## config.mk

```make
export PLATFORM = sky130hd
export DESIGN_NAME = snake_step_ctrl
export DESIGN_NICKNAME = d
export VERILOG_FILES = /design/src/rtl/snake_pkg.sv /design/src/rtl/snake_step_ctrl.sv
export SDC_FILE = /design/constraint.sdc
export NUM_CORES = 1
export LEC_CHECK = 0
export CORE_UTILIZATION = 38
export DETAILED_ROUTE_END_ITERATION = 16
export MAX_ROUTING_LAYER = met4
export PLACE_DENSITY_LB_ADDON = 0.1
export REMOVE_ABC_BUFFERS = 1
export SYNTH_ARGS = -nofsm -noshare
export SYNTH_HDL_FRONTEND = slang
export SYNTH_SLANG_ARGS = --single-unit
export TNS_END_PERCENT = 20
```

## constraint.sdc

```tcl
create_clock -name clk -period 7.6 [get_ports clk]
set_clock_uncertainty 0.2 [all_clocks]
set_input_delay 1.52 -clock clk [delete_from_list [all_inputs] [get_ports clk]]
set_output_delay 1.52 -clock clk [all_outputs]
set_load 0.01 [all_outputs]
```

## src/rtl/snake_pkg.sv

```systemverilog
// rtl/snake_pkg.sv - shared constants, direction codes and state encoding for the snake step sequencer
// Purpose: single source for field geometry, body depth, direction codes and sequencer states.
package snake_pkg;

    localparam int MAX_LEN = 128;
    localparam int AW      = $clog2(MAX_LEN);
    localparam int CW      = AW + 1;
    localparam int XW      = 10;
    localparam int YW      = 9;

    localparam logic [XW-1:0] CELL_X  = 10'd10;
    localparam logic [YW-1:0] CELL_Y  = 9'd10;
    localparam logic [XW-1:0] X_MIN   = 10'd10;
    localparam logic [XW-1:0] X_MAX   = 10'd620;
    localparam logic [YW-1:0] Y_MIN   = 9'd10;
    localparam logic [YW-1:0] Y_MAX   = 9'd460;
    localparam logic [XW-1:0] START_X = 10'd320;
    localparam logic [YW-1:0] START_Y = 9'd240;
    localparam logic [AW-1:0] LEN_MAX = AW'(MAX_LEN - 1);

    typedef enum logic [1:0] {
        DIR_RIGHT = 2'b00,
        DIR_DOWN  = 2'b01,
        DIR_LEFT  = 2'b10,
        DIR_UP    = 2'b11
    } dir_e;

    typedef enum logic [2:0] {
        S_IDLE, S_INIT, S_WAIT, S_CALC, S_SCAN, S_SHIFT, S_HEAD, S_OVER
    } state_e;

    // Opposite directions differ only in bit 1 (right<->left, down<->up).
    function automatic logic is_reverse(input logic [1:0] a, input logic [1:0] b);
        return (a ^ b) == 2'b10;
    endfunction

endpackage

```

## src/rtl/snake_step_ctrl.sv

```systemverilog
// rtl/snake_step_ctrl.sv - sequencer for one snake move: border/self check, body shift, head write
// Ports: clk/rst; start level, tick step request, dir code, grow pulse;
//        mem_* single-port body RAM interface; length/head_x/head_y status;
//        busy while stepping, step_done pulse, sticky game_over.
module snake_step_ctrl
    import snake_pkg::*;
(
    input  logic          clk,
    input  logic          rst,
    input  logic          start,
    input  logic          tick,
    input  logic [2:0]    dir,
    input  logic          grow,
    output logic [AW-1:0] mem_addr,
    output logic          mem_we,
    output logic [XW-1:0] mem_wx,
    output logic [YW-1:0] mem_wy,
    input  logic [XW-1:0] mem_rx,
    input  logic [YW-1:0] mem_ry,
    output logic [AW-1:0] length,
    output logic [XW-1:0] head_x,
    output logic [YW-1:0] head_y,
    output logic          busy,
    output logic          step_done,
    output logic          game_over
);

    state_e        state_q, state_d;
    dir_e          cur_dir_q, cur_dir_d;
    logic [XW-1:0] head_x_q, head_x_d;
    logic [YW-1:0] head_y_q, head_y_d;
    logic [AW-1:0] length_q, length_d;
    logic          grow_pend_q, grow_pend_d;
    logic          g_q, g_d;
    logic [CW-1:0] cnt_q, cnt_d;
    logic          phase_q, phase_d;
    logic          game_over_q, game_over_d;
    logic          step_done_q, step_done_d;

    logic [XW-1:0] nx;
    logic [YW-1:0] ny;
    logic          hit_wall;
    logic          hit_body;
    logic          g_now;
    logic [CW-1:0] n_move;

    // Head and direction are frozen outside WAIT/HEAD, so the candidate head
    // stays valid combinationally for the whole step without its own register.
    always_comb begin
        nx = head_x_q;
        ny = head_y_q;
        case (cur_dir_q)
            DIR_RIGHT: nx = head_x_q + CELL_X;
            DIR_DOWN:  ny = head_y_q + CELL_Y;
            DIR_LEFT:  nx = head_x_q - CELL_X;
            default:   ny = head_y_q - CELL_Y;
        endcase
    end

    // Underflow wraps high, so a plain unsigned compare catches both edges.
    assign hit_wall = (nx < X_MIN) || (nx > X_MAX) || (ny < Y_MIN) || (ny > Y_MAX);
    assign g_now    = grow_pend_q && (length_q != LEN_MAX);
    // Entries to move this step; the scan covers 0..n_move-1 (tail excluded unless growing).
    assign n_move   = {1'b0, length_q} + CW'(g_q);
    // Read data lags the address by one cycle, so cnt_q compares entry cnt_q-1.
    assign hit_body = (cnt_q != '0) && (mem_rx == nx) && (mem_ry == ny);

    always_comb begin
        state_d     = state_q;
        cur_dir_d   = cur_dir_q;
        head_x_d    = head_x_q;
        head_y_d    = head_y_q;
        length_d    = length_q;
        grow_pend_d = grow_pend_q;
        g_d         = g_q;
        cnt_d       = cnt_q;
        phase_d     = phase_q;
        game_over_d = game_over_q;
        step_done_d = 1'b0;
        mem_addr    = '0;
        mem_we      = 1'b0;
        mem_wx      = '0;
        mem_wy      = '0;

        if (!start) begin
            state_d = S_IDLE;
        end else begin
            case (state_q)
                S_IDLE: state_d = S_INIT;
                S_INIT: begin
                    mem_we      = 1'b1;
                    mem_wx      = START_X;
                    mem_wy      = START_Y;
                    head_x_d    = START_X;
                    head_y_d    = START_Y;
                    length_d    = '0;
                    game_over_d = 1'b0;
                    grow_pend_d = 1'b0;
                    cur_dir_d   = DIR_RIGHT;
                    state_d     = S_WAIT;
                end
                S_WAIT: begin
                    if (tick) begin
                        if (!dir[2] && !is_reverse(dir[1:0], cur_dir_q)) begin
                            cur_dir_d = dir_e'(dir[1:0]);
                        end
                        state_d = S_CALC;
                    end
                end
                S_CALC: begin
                    g_d     = g_now;
                    cnt_d   = '0;
                    phase_d = 1'b0;
                    if (hit_wall) begin
                        game_over_d = 1'b1;
                        state_d     = S_OVER;
                    end else if (length_q == '0 && !g_now) begin
                        state_d = S_HEAD;
                    end else begin
                        state_d = S_SCAN;
                    end
                end
                S_SCAN: begin
                    mem_addr = cnt_q[AW-1:0];
                    if (hit_body) begin
                        game_over_d = 1'b1;
                        state_d     = S_OVER;
                    end else if (cnt_q == n_move) begin
                        cnt_d   = n_move;
                        state_d = S_SHIFT;
                    end else begin
                        cnt_d = cnt_q + CW'(1);
                    end
                end
                S_SHIFT: begin
                    // Phase 0 reads entry i-1, phase 1 writes it to entry i.
                    if (!phase_q) begin
                        mem_addr = AW'(cnt_q - CW'(1));
                        phase_d  = 1'b1;
                    end else begin
                        mem_addr = cnt_q[AW-1:0];
                        mem_we   = 1'b1;
                        mem_wx   = mem_rx;
                        mem_wy   = mem_ry;
                        phase_d  = 1'b0;
                        cnt_d    = cnt_q - CW'(1);
                        if (cnt_q == CW'(1)) begin
                            state_d = S_HEAD;
                        end
                    end
                end
                S_HEAD: begin
                    mem_we      = 1'b1;
                    mem_wx      = nx;
                    mem_wy      = ny;
                    head_x_d    = nx;
                    head_y_d    = ny;
                    length_d    = length_q + AW'(g_q);
                    step_done_d = 1'b1;
                    if (g_q) begin
                        grow_pend_d = 1'b0;
                    end
                    state_d = S_WAIT;
                end
                S_OVER:  state_d = S_OVER;
                default: state_d = S_IDLE;
            endcase
        end

        // A fresh apple wins over the clear in HEAD so it is not lost.
        if (grow && state_q != S_IDLE && state_q != S_INIT) begin
            grow_pend_d = 1'b1;
        end
    end

    always_ff @(posedge clk) begin
        if (rst) begin
            state_q     <= S_IDLE;
            cur_dir_q   <= DIR_RIGHT;
            head_x_q    <= START_X;
            head_y_q    <= START_Y;
            length_q    <= '0;
            grow_pend_q <= 1'b0;
            g_q         <= 1'b0;
            cnt_q       <= '0;
            phase_q     <= 1'b0;
            game_over_q <= 1'b0;
            step_done_q <= 1'b0;
        end else begin
            state_q     <= state_d;
            cur_dir_q   <= cur_dir_d;
            head_x_q    <= head_x_d;
            head_y_q    <= head_y_d;
            length_q    <= length_d;
            grow_pend_q <= grow_pend_d;
            g_q         <= g_d;
            cnt_q       <= cnt_d;
            phase_q     <= phase_d;
            game_over_q <= game_over_d;
            step_done_q <= step_done_d;
        end
    end

    assign length    = length_q;
    assign head_x    = head_x_q;
    assign head_y    = head_y_q;
    assign busy      = !(state_q inside {S_IDLE, S_WAIT, S_OVER});
    assign step_done = step_done_q;
    assign game_over = game_over_q;

endmodule

```

Word level (Yosys, flattened, before mapping)

Index checks and enable logic that the tools add are counted.
W data, S select, Z words.

Logic and storage cells: 130
Output and inout port bits: 56
Flip-flop bits (word level): 44

$add $sub $neg: 8
Reduce and logical (&&, ||, !) cells: 38
Order comparisons: 4
Bitwise logic cells: 2
Multiplexer cells: 42
Equality and inequality tests: 25

Operator list:

| operator                | number |
|---|---|
| $pmux W10 S2            | 2 |
| $pmux W9 S2             | 2 |
| $pmux W10 S3            | 1 |
| $pmux W7 S2             | 2 |
| $pmux W9 S3             | 1 |
| $mux W8                 | 3 |
| $pmux W8 S3             | 1 |
| $pmux W3 S7             | 1 |
| $mux W10                | 2 |
| $mux W9                 | 2 |
| $reduce_and A4 Y1       | 4 |
| $mux W3                 | 5 |
| $reduce_bool A3 Y1      | 5 |
| $mux W7                 | 2 |
| $ne A2 B2 Y1 const B    | 7 |
| $eq A3 B3 Y1 const B    | 4 |
| $add A10 B4 Y10 const B | 1 |
| $eq A10 B10 Y1          | 1 |
| $gt A10 B10 Y1 const B  | 1 |
| $lt A10 B4 Y1 const B   | 1 |
| $sub A10 B4 Y10 const B | 1 |
| $add A9 B4 Y9 const B   | 1 |
| $eq A9 B9 Y1            | 1 |
| $gt A9 B9 Y1 const B    | 1 |
| 33 further kinds        | 67 |

Depth between registers and ports, before layout

Gate-level depths: netlist (run 1).

Word-level depth: 8
Gate-level depth with buffers: 17
Depth with buffers taken out: 14

Least setup slack after synthesis (run 1)

No wires, ideal clock.

Path kind: register to output
Start: register cur_dir_q[0]
End: output port mem_wy[7]
Buffers on the path: 4
Setup slack: 2691 ps
Arrival time: 3189 ps
Cell stages (with the launch flop): 15
Required time: 5880 ps
Path through: dfxtp_1 -> buf_6 -> clkbuf_1 -> buf_1 -> buf_2 -> nand2_1 -> inv_1 -> ha_1 -> nor2b_1 -> o2111ai_1 -> nand3b_1 -> xor2_1 -> mux2_1 -> a221oi_1 -> nor2_1

Word-level cells in the longest chain between the ends: 5

RTL lines:

| what                                                    | line                   | source |
|---|---|---|
| from (decl)                                             | snake_step_ctrl.sv:29  | `dir_e cur_dir_q, cur_dir_d;` |
| from (signal assigned)                                  | snake_step_ctrl.sv:191 | `cur_dir_q <= cur_dir_d;` |
| $eq A2 B2 Y1 / $logic_not A2 Y1 (equally long branches) | snake_step_ctrl.sv:52  | `case (cur_dir_q)` |
| $reduce_or A2 Y1 (no source line)                       | --                     |  |
| $pmux W9 S2 *                                           | snake_step_ctrl.sv:52  |  |
| $pmux W9 S3 *                                           | snake_step_ctrl.sv:88  | `case (state_q)` |
| $mux W9 *                                               | snake_step_ctrl.sv:85  | `if (!start) begin` |
| to (decl)                                               | snake_step_ctrl.sv:17  | `output logic [YW-1:0] mem_wy,` |

Every way passes the cells marked *; elsewhere a longest branch is shown, timed or not.

Worst setup path after layout (run 1)

Start: register cur_dir_q[1]
End: output port mem_wy[8]

Same word-level chain as after synthesis.

==> results.md, run 1 <==
Floorplan:
- The chip height is 109 microns.
- During I/O placement, the number of pins put on the boundary was 83.
- The chip width is 109 microns.
- The die covers between 0.01 and 0.015 sq mm.
- The area of the core region is roughly 0.011 sq mm.
- The number of placement rows is 38.
- The initial cell density of the core is 0.398.

STA:
- The final setup TNS is 0 ps.
- The post-route fraction of the period consumed by the critical path is 0.770.
- The number of slew-limit violations in the final report is 0.
- Setup repair after global routing left no endpoint under its margin.
- For the pin with the worst max-slew slack, the measured transition is 971 ps.
- The final setup violation count is 0.
- The headroom to the max-slew limit is 0.350.
- For this run, the top clock speed supported by timing is about 0.17 GHz.
- On the final layout, the worst hold slack is 284 ps.
- The smallest clock period supported by the final layout is computed as roughly 5900 ps.
- The hold violation count in the final report is 0.

Synthesis:
- Each instance of the synthesized netlist takes up on average 7.05 sq um.
- The fraction of registers with async set or reset after synthesis is 0.
- Yosys mapped a number of flops with a built-in enable equal to 0.
- The total number of yosys warnings is 0.
- The sequential share of the synthesized area is 0.192.
- The most used flip-flop cell after synthesis is dfxtp_1.
- The count of mapped cells out of synthesis is around 620.
- Counting flops and latches in the post-synthesis netlist gives 42.
- Counting distinct cell types in the post-synthesis netlist gives 72.
- In this run the cell area of the synthesized design comes to 0.00439 sq mm.

Worst setup path:
- The critical path arrival is 4130 ps.
- Among all stages on the critical path, the largest delay is contributed by dfxtp_1.
- The startpoint type of the worst setup path is a register.
- The largest incremental delay on the critical path is 630 ps.
- STA puts the critical path data required time at 5880 ps.
- The largest delay contributor family on the critical path is buffers and inverters.
- The critical path goes through inv_1 > nand2_1 > inv_1 > ha_1 > a211oi_1 > o21ai_1 > a21oi_1 > xnor2_1 > nand2_1 > xnor2_1 > a22oi_1 > nor2_1 > clkdlybuf4s50_1.
- Counting both buffers and inverters, the worst setup path holds a total of 3.
- Of all nets on the critical path, the largest fanout is 13.
- The worst setup path is captured at an output port.
- The start-to-end type of the worst setup path is register to output port.

Final layout:
- The final cell count without fillers is around 810.
- The most frequent standard cell in the layout excluding fill and tap cells is nor2_1.
- The area growth from synthesis to layout is 21.6%.
- After routing the design area is 0.00534 sq mm.
- The top cell types in the final layout, fill and taps aside, are 83 x nor2_1, 80 x clkdlybuf4s50_1, 47 x nand2_1.
- The number of inserted filler cells in the final layout is 1151.
- The number of diodes is 0.
- The number of nets at the end of the flow is ~710.
- The fraction of final layout cells sized beyond drive strength 1 is 0.0404.

Clock network:
- The buffer levels on the longest clock path is 2.
- The number of cells upsized or downsized after cts is 0.
- TritonCTS built the clock tree.
- The count of clock tree sinks is 42.
- The number of CTS-inserted buffers is 5.
- At the later pin of the worst-skew pair, clock insertion delay measures 290 ps.
- The total of hold buffers inserted after clock tree synthesis is 0.
- The clock tree synthesis step divided the H-tree into 2 levels.
- The clock tree root driver cell is clkbuf_16.
- The clock edge transition at the registers on the reported setup and hold paths is about 70 ps.
- The buffers inserted during post-CTS setup optimization is 0.

GRT:
- Across every metal layer, demand over resource in global routing totals 0.263.
- The number of global-route vias before repair is 4525.
- The pin count of the biggest net entering global routing is 39.
- The total overflow left after global routing is 0.
- The number of antenna violations at the first check in global routing was 0.
- The first global-routing pass estimated 23.7 mm of wire.

Power and ir drop:
- The share of total power dissipated in sequential elements is 0.442.
- The combinational fraction of design power is 0.123.
- The fraction of power consumed by the clock network is 0.435.
- The internal portion of the total power is between 0.3 and 0.4 mW.
- The completed layout was analyzed and its total power is 0.506 mW.
- VDD sags by at most 0.0836 mV.
- Of the total power, the share spent switching nets is 0.265.
- The net switching component of the power is 0.134 mW.
- The total power per unit cell area is about 95 mW/mm^2.
- The static leakage is roughly 1.9 nW.

Placed design:
- The HPWL after detailed placement is roughly 11 mm.
- Once placement finished, the instance area stood at 0.00519 sq mm.
- The number of placed cells counting well taps is 800.
- In this run the tool buffered the top-level ports with 80 buffer cells.
- The placer's final routability congestion estimate is between 0.9 and 1.

Routing:
- The first-pass iteration count of the detailed router is 5.
- In the routed layout, each cell is associated on average with a via count of 5.94.
- Detailed routing inserted a total of 4803 vias.
- After detailed routing, the average wire length per cell comes to 18.4 microns.
- The post-detailed-route count of antenna-violating nets is 0.
- The total routed wirelength is 14.9 mm.
- After detailed routing, the number of remaining DRC violations is 0.
- After the first detailed-routing iteration, the DRC count stood at 380.

Flow run:
- Max-cap violations in this run came to 0.

Run status:
- The run finished with clean final reports.

Hold path:
- The path class of the tightest hold or removal check is register to register.
==> stage by stage <==
stage | setup slack (ps) | utilization
final | 1750 | 0.484
after global routing | 1460 | 0.484
after CTS | 1800 | 0.484
after detailed placement | 2080 | 0.471
after global placement | 2120 | 0.471
after floorplan | 2760 | -
==> flip-flops by register name, summed over array words and instances, names as in the netlist <==
| name | flops |
|---|---|
| step_done | 1 |
| game_over | 1 |
| phase_q | 1 |
| head_y | 8 |
| g_q | 1 |
| length | 7 |
| head_x | 9 |
| cur_dir_q | 2 |
| grow_pend_q | 1 |
| state_q | 3 |
| cnt_q | 8 |
==> power by group through the flow <==
stage | Sequential [mW] | Clock [mW] | Combinational [mW]
6_report | 0.224 | 0.220 | 0.0623
5_1_grt | 0.224 | 0.233 | 0.0667
2_1_floorplan | 0.228 | 0 | 0.0266
4_1_cts | 0.224 | 0.224 | 0.0618
3_5_place_dp | 0.229 | 0 | 0.0614
3_3_place_gp | 0.229 | 0 | 0.0614
==> layout make-up <==
type / instances / area [sq um] / share of cell area
repair buffers: 84 / 831 / 0.156
multi-input cells: 513 / 3270 / 0.613
clock buffers: 6 / 129 / 0.0241
well taps: 140 / 175 / 0.0328
inverters: 21 / 78.8 / 0.0148
clock inverters: 2 / 13.8 / 0.00258
flip-flops and latches: 42 / 841 / 0.158
==> Yosys cell counts (all sizes together), types with 4 or more instances <==
cell / instances / area share
nor2: 83 / 0.071
nand2: 47 / 0.040
o21ai: 44 / 0.051
dfxtp: 42 / 0.19
clkbuf: 37 / 0.032
xnor2: 37 / 0.074
a21oi: 36 / 0.041
nand3: 29 / 0.033
nor3: 24 / 0.027
xor2: 24 / 0.048
inv: 21 / 0.018
nand2b: 15 / 0.021
and3: 14 / 0.020
ha: 14 / 0.040
a22oi: 13 / 0.022
mux2i: 12 / 0.030
buf: 11 / 0.015
a31oi: 7 / 0.010
a2111oi: 6 / 0.015
a21o: 6 / 0.010
a221oi: 6 / 0.012
mux2: 6 / 0.015
or3: 6 / 0.0086
a211oi: 5 / 0.0086
a22o: 5 / 0.010
nor4: 5 / 0.0071
o311ai: 5 / 0.012
or4: 5 / 0.0086
nor2b: 4 / 0.0057
o31ai: 4 / 0.0068
==> routing by layer <==
| metal | GRT usage | routed length (microns) | up-vias |
|---|---|---|---|
| li1 | - | - | 2331 |
| met1 | 0.337 | 6480 | 2274 |
| met3 | 0.0338 | 1030 | 19 |
| met2 | 0.429 | 7100 | 179 |
| met4 | 0.0800 | 288 | 0 |
| met5 | - | 0 | - |
==> tightest hold or removal path, stage by stage (launching register included) <==
cell and delay (ps):
dfxtp_1 320, inv_1 50, a311oi_1 70
==> cell families (layout without fill, tap and decap cells) <==
logic type,after synthesis,count (layout),share of synthesized area
multiplexers,18,18,0.0456
adder cells (fa/ha/maj),15,15,0.0445
other,1,2,0.000854
flip-flops,42,42,0.192
buffers and inverters,69,113,0.0644
AND/OR/NAND/NOR,249,249,0.273
XOR/XNOR,61,61,0.122
AO/OA/AOI/OAI,168,168,0.258
==> final timing paths <==
kind	startpoint	end	slack (ps)	cells after the start
max reg2reg	cur_dir_q[1]	game_over	2770	14
min reg2reg	game_over	game_over	280	2
max	cur_dir_q[1]	mem_wy[8]	1750	13
min	game_over	game_over	280	2
Note: power is estimated with default switching activity, not from simulation.
==> run 2: changes to the inputs <==
==> constraint.sdc (replaced) <==
create_clock -name clk -period 5.1 [get_ports clk]
set_clock_uncertainty 0.2 [all_clocks]
set_input_delay 1.02 -clock clk [delete_from_list [all_inputs] [get_ports clk]]
set_output_delay 1.02 -clock clk [all_outputs]
set_load 0.01 [all_outputs]
==> results.md, run 2 (synthesis results as in run 1) <==
Run status:
- The run finished with clean final reports.

Worst setup path:
- The worst reg-to-reg path cell count is 13 (-1).
- The path length in cells of the critical path is 11 (-2).
- The start-to-end type of the worst setup path is register to output port.
- In this run the critical register-to-register path is captured at game_over.
- The highest net fanout along the worst path is 12 (-1).
- The number of buffer and inverter stages on the critical path came to 3 (unchanged).
- The cell type with the highest occurrence count on the critical path is nor2_1.
- The worst reg2reg path startpoint is cur_dir_q[1].
- The register-to-register setup slack is 880 ps (-1890 ps).
- The critical path goes through buf_4 > nand2b_1 > ha_1 > inv_2 > o31a_1 > a21oi_1 > nor2_1 > xor2_1 > a221oi_1 > nor2_1 > clkdlybuf4s50_1.
- The master of the slowest instance on the critical path is clkdlybuf4s50_1.
- The largest delay contributor family on the critical path is compound AO/OA/AOI/OAI gates.
- The startpoint type of the worst setup path is a register.
- The sort of element at the end of the critical path is an output port.
- The largest incremental delay on the critical path was 480 ps (-150 ps).
- The critical path arrival is 3390 ps (-740 ps).
- The required time reported for the critical path endpoint is 3880 ps (-2000 ps).

Final layout:
- The fraction of final layout cells sized beyond drive strength 1 is 0.0518 (+0.0114).
- The combined area of the multi-input logic cells is 0.00327 sq mm (unchanged).
- The number of nets at the end of the flow is 717 (+1.1%).
- The area used by sequential logic in the layout is 841 sq um (unchanged).
- Relative to the synthesized area, the layout overhead comes to 23.0%.
- The most frequent standard cell in the layout excluding fill and tap cells is nor2_1.
- The final cell utilization of the core is 0.489 (+0.00544).
- The number of diodes is 0 (unchanged).
- The top cell types in the final layout, fill and taps aside, are 83 x nor2_1, 80 x clkdlybuf4s50_1, 47 x nand2_1.
- The number of inserted filler cells in the final layout is 1169 (+1.6%).
- The number of flip-flops under the largest register name is 9 (unchanged).

Hold path:
- For hold timing, the worst endpoint is grow_pend_q.
- The startpoint of the lowest-slack hold path is grow_pend_q.
- The cell count of the worst hold path came to 2 (unchanged).
- In this run the worst hold path is classified as register to register.

Clock network:
- The number of cells upsized or downsized after cts is 0 (unchanged).
- The buffers inserted during post-CTS setup optimization is 0 (unchanged).
- The TritonCTS clock tree is done.
- The clock edge transition at the registers on the reported setup and hold paths was 70 ps (about the same).
- The count of clock tree sinks was 42 (unchanged).
- The buffer levels on the longest clock path is 2 (unchanged).
- The number of levels in the clock H-tree came to 2 (unchanged).
- The worst-skew pair later-pin latency is 290 ps (about the same).
- The clock tree root driver cell is clkbuf_16.
- The total of hold buffers inserted after clock tree synthesis is 0 (unchanged).
- The number of CTS-inserted buffers is 5 (unchanged).

STA:
- The hold violation count in the final report was 0 (unchanged).
- The final setup TNS came to 0 ps (unchanged).
- The headroom to the max-slew limit is 0.345 (-0.00530).
- The final setup violation count is 0 (unchanged).
- The post-route fraction of the period consumed by the critical path is 0.903.
- Setup repair after global routing left no endpoint under its margin.
- The measured slew at the worst slew-check pin came to 979 ps (+7.92 ps).
- For this run, the top clock speed supported by timing is 0.217 GHz.
- The number of slew-limit violations in the final report came to 0 (unchanged).
- The post-layout minimum cycle time is 4610 ps.

GRT:
- The overall global routing resource usage came to 0.273 (+0.0103).
- The number of global-route vias before repair is 4581 (+1.2%).
- The first-pass GRT wire length is 24.5 mm (+3.4%).
- The number of antenna violations at the first check in global routing is 0 (unchanged).
- The aggregate global routing overflow was 0 (unchanged).
- The pin count of the biggest net entering global routing is 38 (-2.6%).

Floorplan:
- The total I/O pin count is 83 (unchanged).
- The chip height came to 109 microns (unchanged).
- The area of the core region is 0.0110 sq mm (unchanged).
- The chip width is 109 microns (unchanged).
- The initial cell density of the core is 0.398 (unchanged).
- The overall die area is 0.0120 sq mm (unchanged).
- The number of placement rows is 38 (unchanged).

Power and ir drop:
- The total power of the final layout is 0.750 mW (+48%).
- The total power per unit cell area is 139 mW/mm^2 (+47%).
- The static leakage came to 1.92 nW (+2.1%).
- The maximum vdd drop is 0.101 mV (+21%).

Routing:
- The DRC violation count after routing came to 0 (unchanged).
- The routed wirelength normalized by instance count was 18.8 microns (+1.8%).
- The via total after detailed routing is 4825 (+0.46%).
- The detailed router's first-iteration violation count is 336 (-12%).
- The first-pass iteration count of the detailed router is 5 (unchanged).
- The ratio of routed vias to standard cells came to 5.91 (-0.53%).
- The total routed wirelength came to 15.3 mm (+2.8%).
- The post-detailed-route count of antenna-violating nets is 0 (unchanged).

Flow run:
- The total of max-cap violations was 0 (unchanged).

Placed design:
- The placer's final routability congestion estimate came to 0.894 (-4.4%).
- The number of port buffers is 80 (unchanged).
- The half-perimeter wire length of the detailed placement result is 11.4 mm (+2.8%).
[run 2: changes by cell type in the layout (fill, tap and decap cells not counted), sizes merged]
cell	before	now
buf	4	12
[run 2: how the worst max path moves through the flow]
stage / startpoint / end
4_1_cts: cur_dir_q[1] / mem_wx[6]
5_1_grt: head_y[1] / mem_wy[7]
3_5_place_dp: mem_ry[6] / game_over
3_3_place_gp: mem_ry[3] / game_over
6_report: cur_dir_q[1] / mem_wx[6]
2_1_floorplan: cur_dir_q[0] / mem_wy[8]
[run 2: per-stage QoR]
stage                     hold slack, ps  cell area [sq um]  instances  setup WS (ps)
after floorplan                      244               4190        576            764
after global placement               272               5260        808            727
after detailed placement             281               5260        808            664
after CTS                            293               5400        816            480
after global routing                 343               5400        816            251
final                                299               5400        816            492
[run 2: metal layers]
metal | track usage | up-vias | share of wire
met1 | 0.339 | 2272 | 0.43
met5 | - | - | 0
met3 | 0.0379 | 31 | 0.059
li1 | - | 2342 | -
met4 | 0.100 | 0 | 0.029
met2 | 0.450 | 180 | 0.48
[run 2: final cells by class]
class | count | share of cell area
repair buffers | 92 | 0.165
clock buffers | 6 | 0.0239
inverters | 21 | 0.0146
well taps | 140 | 0.0325
clock inverters | 2 | 0.00255
flip-flops and latches | 42 | 0.156
multi-input cells | 513 | 0.606
[run 2: power by group]
part / switching, mW / internal [mW] / total, mW / leakage (nW)
clock network: 0.141 / 0.182 / 0.323 / 0.0708
logic: 0.0502 / 0.0432 / 0.0934 / 1.51
registers: 0.00423 / 0.329 / 0.333 / 0.339
total: 0.196 / 0.554 / 0.750 / 1.92
[run 2: worst register-to-register path: stages (launching register included)]
cell and delay [ps]:
dfxtp_1 320, buf_4 200, nand2b_1 190, ha_1 410
a31oi_1 280, o31a_1 250, mux2i_1 360, xor2_1 290
xnor2_1 190, and4bb_1 210, nand4_1 190, or3_1 440
or3_1 320, a311oi_1 290
